==> config.mk <==
export PLATFORM = sky130hd
export DESIGN_NAME = mem_port_arbiter
export DESIGN_NICKNAME = d
export VERILOG_FILES = /design/src/rtl/mem_arb_pkg.sv /design/src/rtl/mem_arb_starve_guard.sv /design/src/rtl/mem_port_arbiter.sv
export SDC_FILE = /design/constraint.sdc
export NUM_CORES = 1
export LEC_CHECK = 0
export CAP_MARGIN = 20
export CORE_AREA = 2 2 103 105
export CTS_CLUSTER_SIZE = 10
export DETAILED_ROUTE_END_ITERATION = 10
export DIE_AREA = 0 0 105 107
export GPL_ROUTABILITY_DRIVEN = 0
export HOLD_SLACK_MARGIN = 0.03
export PLACE_DENSITY_LB_ADDON = 0.2
export SYNTH_ARGS = -nofsm -noshare
export SYNTH_HDL_FRONTEND = slang
export SYNTH_HIERARCHICAL = 1
export SYNTH_SLANG_ARGS = --single-unit
==> constraint.sdc <==
create_clock -name clk -period 4.5 [get_ports clk]
set_clock_uncertainty 0.15 [all_clocks]
set_input_delay 0.45 -clock clk [delete_from_list [all_inputs] [get_ports clk]]
set_output_delay 0.45 -clock clk [all_outputs]
set_load 0.01 [all_outputs]
==> src/rtl/mem_arb_pkg.sv <==
// Shared types and default widths for the instruction/data memory port arbiter.
package mem_arb_pkg;

    localparam int unsigned ADDR_W_DEF = 30;
    localparam int unsigned DATA_W_DEF = 32;
    localparam int unsigned BE_W       = 4;

    // Which requester owns the read that is currently in flight in the memory
    typedef enum logic [1:0] {
        OWN_NONE = 2'd0,
        OWN_IF   = 2'd1,
        OWN_D    = 2'd2
    } owner_e;

endpackage

==> src/rtl/mem_arb_starve_guard.sv <==
// Counts consecutive cycles in which a fetch request was denied and raises
// force_if once the count reaches STARVE_MAX, so fetch wins the next arbitration.
module mem_arb_starve_guard #(
    parameter int unsigned STARVE_MAX = 4
) (
    input  logic clk,
    input  logic rst,
    input  logic if_req,
    input  logic if_gnt,
    output logic force_if
);

    // +2 keeps the counter at least one bit wide even for STARVE_MAX == 0
    localparam int unsigned CW = $clog2(STARVE_MAX + 2);

    logic [CW-1:0] cnt_q;
    logic [CW-1:0] cnt_d;

    always_comb begin
        cnt_d = cnt_q;
        if (!if_req || if_gnt) begin
            cnt_d = '0;
        end else if (cnt_q != CW'(STARVE_MAX)) begin
            cnt_d = cnt_q + CW'(1);
        end
    end

    always_ff @(posedge clk or posedge rst) begin
        if (rst) begin
            cnt_q <= '0;
        end else begin
            cnt_q <= cnt_d;
        end
    end

    assign force_if = if_req && (cnt_q == CW'(STARVE_MAX));

endmodule

==> src/rtl/mem_port_arbiter.sv <==
// Shares one single-port synchronous word memory between fetch and load/store.
// Optional perf counters are built when MEM_ARB_STATS_EN is defined.
module mem_port_arbiter
    import mem_arb_pkg::*;
#(
    parameter int unsigned ADDR_W     = ADDR_W_DEF,
    parameter int unsigned DATA_W     = DATA_W_DEF,
    parameter int unsigned STARVE_MAX = 4
`ifdef MEM_ARB_STATS_EN
    ,
    parameter int unsigned CNT_W      = 16
`endif
) (
    input  logic              clk,
    input  logic              rst,
    input  logic              if_req,
    input  logic [ADDR_W-1:0] if_addr,
    output logic              if_gnt,
    output logic              if_rvalid,
    output logic [DATA_W-1:0] if_rdata,
    input  logic              d_req,
    input  logic              d_we,
    input  logic [BE_W-1:0]   d_be,
    input  logic [ADDR_W-1:0] d_addr,
    input  logic [DATA_W-1:0] d_wdata,
    output logic              d_gnt,
    output logic              d_rvalid,
    output logic [DATA_W-1:0] d_rdata,
    output logic              mem_en,
    output logic [BE_W-1:0]   mem_we,
    output logic [ADDR_W-1:0] mem_addr,
    output logic [DATA_W-1:0] mem_din,
    input  logic [DATA_W-1:0] mem_dout
`ifdef MEM_ARB_STATS_EN
    ,
    output logic [CNT_W-1:0]  stat_if_stall,
    output logic [CNT_W-1:0]  stat_d_access
`endif
);

    logic   force_if;
    owner_e owner_q;
    owner_e owner_d;

    mem_arb_starve_guard #(
        .STARVE_MAX (STARVE_MAX)
    ) u_starve_guard (
        .clk      (clk),
        .rst      (rst),
        .if_req   (if_req),
        .if_gnt   (if_gnt),
        .force_if (force_if)
    );

    // Data wins unless fetch has starved long enough; nothing is granted in reset
    assign d_gnt  = !rst && d_req && !force_if;
    assign if_gnt = !rst && if_req && !d_gnt;

    assign mem_en   = if_gnt || d_gnt;
    assign mem_we   = (d_gnt && d_we) ? d_be : '0;
    assign mem_addr = d_gnt ? d_addr : if_addr;
    assign mem_din  = d_wdata;

    always_comb begin
        owner_d = OWN_NONE;
        if (if_gnt) begin
            owner_d = OWN_IF;
        end else if (d_gnt && !d_we) begin
            owner_d = OWN_D;
        end
    end

    always_ff @(posedge clk or posedge rst) begin
        if (rst) begin
            owner_q <= OWN_NONE;
        end else begin
            owner_q <= owner_d;
        end
    end

    // Read data is steered to whichever port issued last cycle's read
    assign if_rvalid = (owner_q == OWN_IF);
    assign d_rvalid  = (owner_q == OWN_D);
    assign if_rdata  = if_rvalid ? mem_dout : '0;
    assign d_rdata   = d_rvalid ? mem_dout : '0;

`ifdef MEM_ARB_STATS_EN
    always_ff @(posedge clk or posedge rst) begin
        if (rst) begin
            stat_if_stall <= '0;
            stat_d_access <= '0;
        end else begin
            if (if_req && !if_gnt && (stat_if_stall != '1)) begin
                stat_if_stall <= stat_if_stall + CNT_W'(1);
            end
            if (d_gnt && (stat_d_access != '1)) begin
                stat_d_access <= stat_d_access + CNT_W'(1);
            end
        end
    end
`endif

endmodule

* After elaboration in Yosys (flattened, before gate mapping)
Index checks and enable logic that the tools add are counted.
Word-level totals: register bits 5, word-level logic and storage cells 30, output and inout bits 135, bits of input ports 133
Operators by class: add/subtract/negate cells 1, muxes and demuxes 8, reduce and logical (&&, ||, !) cells 15, eq/ne operators 4
Operator list (number):
- 32-bit 2-to-1 mux | 2
- 30-bit 2-to-1 mux | 1
- 1-bit logical AND | 7
- 3-bit 2-to-1 mux | 2
- 1-bit zero test | 5
- 2-bit 2-to-1 mux | 2
- 4-bit 2-to-1 mux | 1
- 3-bit by 1-bit adder with 3-bit output (second input constant) | 1
- 3-bit == test (second input constant) | 1
- 3-bit inequality test (second input constant) | 1
- 2-bit by 1-bit == test with 1-bit output (second input constant) | 1
- 2-bit == test (second input constant) | 1
- 1-bit logical OR | 2
- 2-bit nonzero test | 1

* Logic depth before layout (Yosys ltp)
depth in word-level cells 8, mapped depth 7, gate-level depth less buffers 7

* Modules after synthesis
The synthesis kept the hierarchy.
By module, submodules not included:
- mem_port_arbiter | times used 1, seq. area each 50.0 um^2, cells each 150, area each 1184.9 um^2
- mem_arb_starve_guard | times used 1, seq. area each 75.1 um^2, cells each 19, area each 187.7 um^2

* Least setup slack after synthesis
No wires, ideal clock.
path kind register to output, start reg u_starve_guard.cnt_q[0], end out mem_addr[21], cell stages (with the launch flop) 7, path slack 2.171 ns, data required time 3.900 ns, arrival time 1.729 ns, path buffers 1, path through dfrtp_1 > inv_1 > ha_1 > and3_2 > nor3b_4 > buf_6 > mux2_2
Between the ends: word-level cells in the longest chain between the ends 5
RTL lines:
- from (decl) | RTL line mem_arb_starve_guard.sv:16 | logic [CW-1:0] cnt_q;
- from (signal assigned) | RTL line mem_arb_starve_guard.sv:32 | cnt_q <= cnt_d;
- 3-bit == test | RTL line mem_arb_starve_guard.sv:36 | assign force_if = if_req && (cnt_q == CW'(STARVE_MAX));
- 1-bit logical AND | RTL line mem_arb_starve_guard.sv:36
- via force_if | RTL line mem_port_arbiter.sv:41 | logic force_if;
- 1-bit zero test | RTL line mem_port_arbiter.sv:56 | assign d_gnt = !rst && d_req && !force_if;
- 1-bit logical AND | RTL line mem_port_arbiter.sv:56
- via d_gnt | RTL line mem_port_arbiter.sv:26 | output logic d_gnt,
- 30-bit 2-to-1 mux | RTL line mem_port_arbiter.sv:61 | assign mem_addr = d_gnt ? d_addr : if_addr;
- to (decl) | RTL line mem_port_arbiter.sv:31 | output logic [ADDR_W-1:0] mem_addr,
The timed path passes the listed nets, and every way through them passes these cells.

* Final worst setup path
start reg u_starve_guard.cnt_q[0], end out mem_addr[5]
Between the ends: word-level cells in the longest chain between the ends 5
RTL lines (RTL line):
- 3-bit == test | mem_arb_starve_guard.sv:36
- 1-bit logical AND | mem_arb_starve_guard.sv:36
- via force_if | mem_port_arbiter.sv:41
- 1-bit zero test | mem_port_arbiter.sv:56
- 1-bit logical AND | mem_port_arbiter.sv:56
- 30-bit 2-to-1 mux | mem_port_arbiter.sv:61
The timed path passes the listed nets, and every way through them passes these cells.

==> flow_metrics.tcl <==
set metrics [dict create \
    p_comb_share_pct 65.9 \
    finalSetupTns_ns 0 \
    post-route-period-util_pct 72.11 \
    max_cap_violations 0 \
    final_nets 473 \
    cts_resized 0 \
    dr.first_iter.drc_count 28 \
    synth_common_cells "68 x and2_1, 32 x buf_4, 28 x mux2_2" \
    status "completed" \
    ys.flop_type "dfrtp_1" \
    hold_class "primary input to asynchronous set/reset pin" \
    slew_headroom_pct 33.40 \
    critPathArrivalTime_ns 2.65 \
    p_per_area_mw_per_mm2 117.6 \
    clock_sinks 5 \
    initial_core_util_pct 13.60 \
    postCtsSetupBuffers 0 \
    postSynth.asyncResetShare_pct 100.0 \
    clkLatencyLatePin_ns 0.22 \
    reg2regPathDepth 7 \
    r2r-start "u_starve_guard/cnt_q[0]$_DFFE_PP0P_" \
    drive_gt1_share_pct 12.17 \
    internal-power_uw 288.4 \
    numPortBuffers 203 \
    viasPerCell 3.742 \
    grt_max_degree 34 \
    cts_made_buffers 3 \
    syn_nets 304 \
    end_kind "output pin" \
    die_w_um 105 \
    hpwlAfterDp_um 5257 \
    die_area_mm2 0.01124 \
    rrSetupSlack_ns 2.57 \
    yosysSeqAreaShare_pct 9.116 \
    synth_most_common_cell "and2_1" \
    antenna_found_initial 0 \
    grt_pass1_wl_um 8645 \
    grt_remaining_overflow 0 \
    htree_num_levels 1 \
    vdd_drop_max_uv 78.42 \
    grt_pass1_vias 1783 \
    cts_tree "built" \
    hold_viol_final 0 \
    first_pass_iters 3 \
    crit_type "flop to output pin" \
    synthCells 169 \
    final_util_pct 33.20 \
    cp-start-kind "flop" \
    rows 37 \
    routed_wl_um 5926 \
    yosysWarnings 6 \
    ys_seq_elements 5 \
    tightest_slew_ns 0.9945 \
    required_ns 3.90 \
    crit_path_start "u_starve_guard/cnt_q[0]$_DFFE_PP0P_" \
    grt.total_usage_pct 9.463 \
    synth_edf_count 0 \
    synth_top_area_cell "and2_1" \
    clkSlewWorstSetupHoldPaths_ns 0.04 \
    die_h_um 107 \
    syn_area_mm2 0.001373 \
    yosys-top-cells-area "and2_1 31%, mux2_2 23%, buf_4 18%" \
    maxSlewViolCount 0 \
    period_needed_ns 3.245 \
    via_count 1770 \
    area_growth_pct 144.1 \
    clk_path_buf_depth 2 \
    core-area_mm2 0.01009 \
    power.share.clock_pct 21.0 \
    synthDominantCellAreaShare_pct 30.99 \
    rsz0062_at_grt "no" \
    p_leak_nw 1.268 \
    drc 0 \
    swShare_pct 26.83 \
    synth_cell_types 23 \
    reg2reg_to "u_starve_guard/cnt_q[2]$_DFFE_PP0P_" \
    cts_root_buf "clkbuf_8" \
    setup_viol 0 \
    p_sw_uw 105.7 \
    antenna_cells 0 \
    routedWlPerCell_um 12.53 \
    avgSynthCellArea_um2 8.122 \
    postRouteAntennaNets 0 \
    power_frac_seq_pct 13.1 \
    cp_max_fo 32 \
    fmax_ghz 0.3082 \
    ctsHoldBuffers 0 \
    crit_end "mem_addr[5]" \
    ios 268 \
]
==> power groups by stage <==
stage	clock (mW)	sequential [mW]	combinational, mW
after floorplan	0	0.0512	0.115
after global placement	0	0.0519	0.261
after detailed placement	0	0.0523	0.262
after CTS	0.0851	0.0517	0.263
after global routing	0.0876	0.0518	0.278
final	0.0826	0.0516	0.260
==> cell families after synthesis <==
group,count (synthesis),share of synthesized area [%]
fa+ha+maj,2,1.823
flops,5,9.116
compound gates,5,2.644
simple gates,82,39.11
mux,30,24.61
buf+inv,45,22.70
==> worst min-delay path by stage <==
stage	from	end	slack (ns)	depth (start not counted)
CTS	rst	owner_q[0]$_DFF_PP0_	0.42	2
global placement	u_starve_guard/cnt_q[1]$_DFFE_PP0P_	u_starve_guard/cnt_q[1]$_DFFE_PP0P_	0.40	2
global route	rst	owner_q[0]$_DFF_PP0_	0.45	2
finish	rst	owner_q[1]$_DFF_PP0_	0.42	2
floorplan	rst	owner_q[0]$_DFF_PP0_	0.05	1
detailed placement	u_starve_guard/cnt_q[1]$_DFFE_PP0P_	u_starve_guard/cnt_q[1]$_DFFE_PP0P_	0.43	2
==> metal layers <==
layer / vias up / wire [µm] / GRT usage [%]
met2: 144 / 3068 / 19.34
met5: - / 0 / 0
met3: 4 / 893 / 4.863
li1: 849 / - / -
met4: 0 / 15 / 0.7619
met1: 773 / 1949 / 8.510
==> flip-flops by register name, indices dropped and copies added (netlist names) <==
signal and cells:
owner_q 2, u_starve_guard/cnt_q 3
==> critical path, cell delays in order (launching register included) <==
cell,delay [ns]
dfrtp_1,0.39
inv_1,0.06
ha_1,0.26
and3_2,0.27
nor3b_4,0.16
buf_4,0.38
mux2_2,0.40
clkdlybuf4s50_1,0.49
==> area by class of cell <==
cell class / count / area [µm²]
Fill cell: 1084 / 6741
Timing Repair Buffer: 205 / 2054
Multi-Input combinational cell: 119 / 940.9
Tap cell: 136 / 170.2
Sequential cell: 5 / 125.1
Clock buffer: 4 / 45.04
Inverter: 4 / 15.01
==> cell usage in the layout (no fill, tap or decap), types with 3 or more instances in the layout <==
cell type / n
clkbuf_8: 3
mux2_2: 28
inv_1: 4
and2_1: 68
clkdlybuf4s50_1: 203
dfrtp_1: 5
==> metrics by stage <==
stage	total power, mW	setup WS (ns)	instances	area (µm²)	hold slack (ns)
CTS	0.4002	1.230	472	3336	0.4204
detailed placement	0.3142	1.323	468	3291	0.4330
global route	0.4178	1.134	473	3351	0.4520
floorplan	0.1666	2.171	169	1373	0.04958
global placement	0.3126	1.325	468	3291	0.4048
finish	0.3941	1.255	473	3351	0.4198
No activity file was read; power rests on OpenSTA's default activity.
==> patch (same settings) <==
Re-encode `owner_e` (3 values) as one-hot, 3 bits wide.
--- a/src/rtl/mem_arb_pkg.sv
+++ b/src/rtl/mem_arb_pkg.sv
@@ -8,6 +8,6 @@
     // Which requester owns the read that is currently in flight in the memory
-    typedef enum logic [1:0] {
-        OWN_NONE = 2'd0,
-        OWN_IF   = 2'd1,
-        OWN_D    = 2'd2
+    typedef enum logic [2:0] {
+        OWN_NONE = 3'b001,
+        OWN_IF   = 3'b010,
+        OWN_D    = 3'b100
     } owner_e;
Behaviour: same outputs for any inputs over 10 cycles, from zero or initial values and one cycle with rst high; not proved beyond that.
==> patch against the original RTL <==
  * Global-route usage grew 1.7 points
  * Die area is the same
  * Critical path depth is the same
  * Sequential cell count grew 1
  * Power shrank 3.9%
  * Design area grew 1.4%
  * Via count grew 3.1%
  * Setup slack lost 0.037 ns
  * Fmax shrank 1.1%
  * Combinational power shrank 11%
  * Area after synthesis grew 3.9%
  * Cell count grew 0.85%
  * Routed wire length grew 12%
  * Critical path type unchanged
  * Largest cell class unchanged
==> patch: results (changes against the original RTL) <==
| Metric | Value |
|---|---|
| FILL cells | 1085 (+0.092%) |
| Slowest CP cell | clkdlybuf4s50_1 |
| Post-synth top cells | and2_1 (68), buf_4 (32), mux2_2 (28), dfrtp_1 (5) |
| GRT Util Overall | 11.2% (+1.7 points) |
| Detail Placement HPWL | 5.79 mm (+10%) |
| Avg WL per Cell | 13.9 um (+11%) |
| CP Data Arrival Time | 2.68 ns (+0.03 ns) |
| Final Non-Filler Cells | 477 (+0.85%) |
| Top cells by area, synth | and2_1 (30%), mux2_2 (22%), buf_4 (17%) |
| Initial DRC Count | 14 (-50%) |
| Metal-1 WL | 1.96 mm (+0.31%) |
| Syn_nets | 307 (+0.99%) |
| Vias in the first global route | 1935 (+8.5%) |
| Slew headroom | 64.3% (+31 points) |
| Vias per cell | 3.83 (+2.2%) |
| VDD IR max | 0.0000572 V (-27%) |
| Reg-to-reg slack, setup | 2.49 ns (-0.08 ns) |
| LEAKAGE | 1.28 nW (+1.2%) |
| Dpl cells | 473 (+1.1%) |
| Post-synthesis cell type count | 28 (+22%) |
| Synth Area in Adders | 1.75% (-0.069 points) |
| Largest regs | owner_q (3), u_starve_guard/cnt_q (3) |
| Post-synthesis mux area share | 23.7% (-0.93 points) |
| Routed wire length on met2 | 3.45 mm (+13%) |
| Placed Area | 3350 um2 (+1.9%) |
| Outcome | finished clean |
| Pre-Repair DR Iteration Count | 4 (+1) |
| Setup bufs post-CTS | 0 (unchanged) |
| Post-route worst setup slack | 1.22 ns (-0.0370 ns) |
| Cell count after synthesis | 172 (+1.8%) |
| CP max stage delay | 0.53 ns (+0.04 ns) |
| Sw Ratio | 26.0% (-0.78 points) |
## patch: cell types whose count changed after synthesis, sizes merged, moves of 2 or more
cell,before,now
buf,35,37
nor3b,2,4
nor2b,4,2
clkbuf,6,4
## patch: kinds of logic after synthesis
kind of cell,after synthesis
AND/OR/NAND/NOR,83
buffers and inverters,45
multiplexers,30
AO/OA/AOI/OAI,6
flip-flops,6
adder cells (fa/ha/maj),2
## patch: routing by layer
layer / vias to the layer above / GRT usage [%]
met5: - / 0
met4: 0 / 2.29
met3: 6 / 6.57
met2: 172 / 21.9
met1: 780 / 9.70
li1: 867 / -
## patch: per-stage QoR
step / hold WS [ns] / util [%]
after CTS: 0.440 / 33.7
after detailed placement: 0.435 / 33.2
after floorplan: 0.0536 / -
after global placement: 0.418 / 33.2
final: 0.438 / 33.7
after global routing: 0.472 / 33.7
## patch: power groups by stage
stage               sequential [mW]  clock, mW  combinational, mW
finish                       0.0625     0.0852              0.231
global route                 0.0633     0.0910              0.247
CTS                          0.0627     0.0868              0.235
detailed placement           0.0634          0              0.234
global placement             0.0629          0              0.232
floorplan                    0.0621          0              0.103
## patch: path summary, 6_finish.rpt
path / startpoint / end
worst max-delay path: u_starve_guard/cnt_q[0] / mem_addr[5]
min in group clk: u_starve_guard/cnt_q[0] / u_starve_guard/cnt_q[0]
worst min-delay path: rst / u_starve_guard/cnt_q[2]
worst max register to register: u_starve_guard/cnt_q[0] / u_starve_guard/cnt_q[2]
max in group asynchronous: rst / owner_q[0]
worst min register to register: u_starve_guard/cnt_q[0] / u_starve_guard/cnt_q[0]
## patch: cell type report
cell class	count	area, um2	area share (%)
clock buffer	4	45.0	1.33
inverter	4	15.0	0.442
multi-input combinational	121	961	28.3
sequential	6	151	4.46
tap	136	170	5.01
timing repair buffer	206	2050	60.5
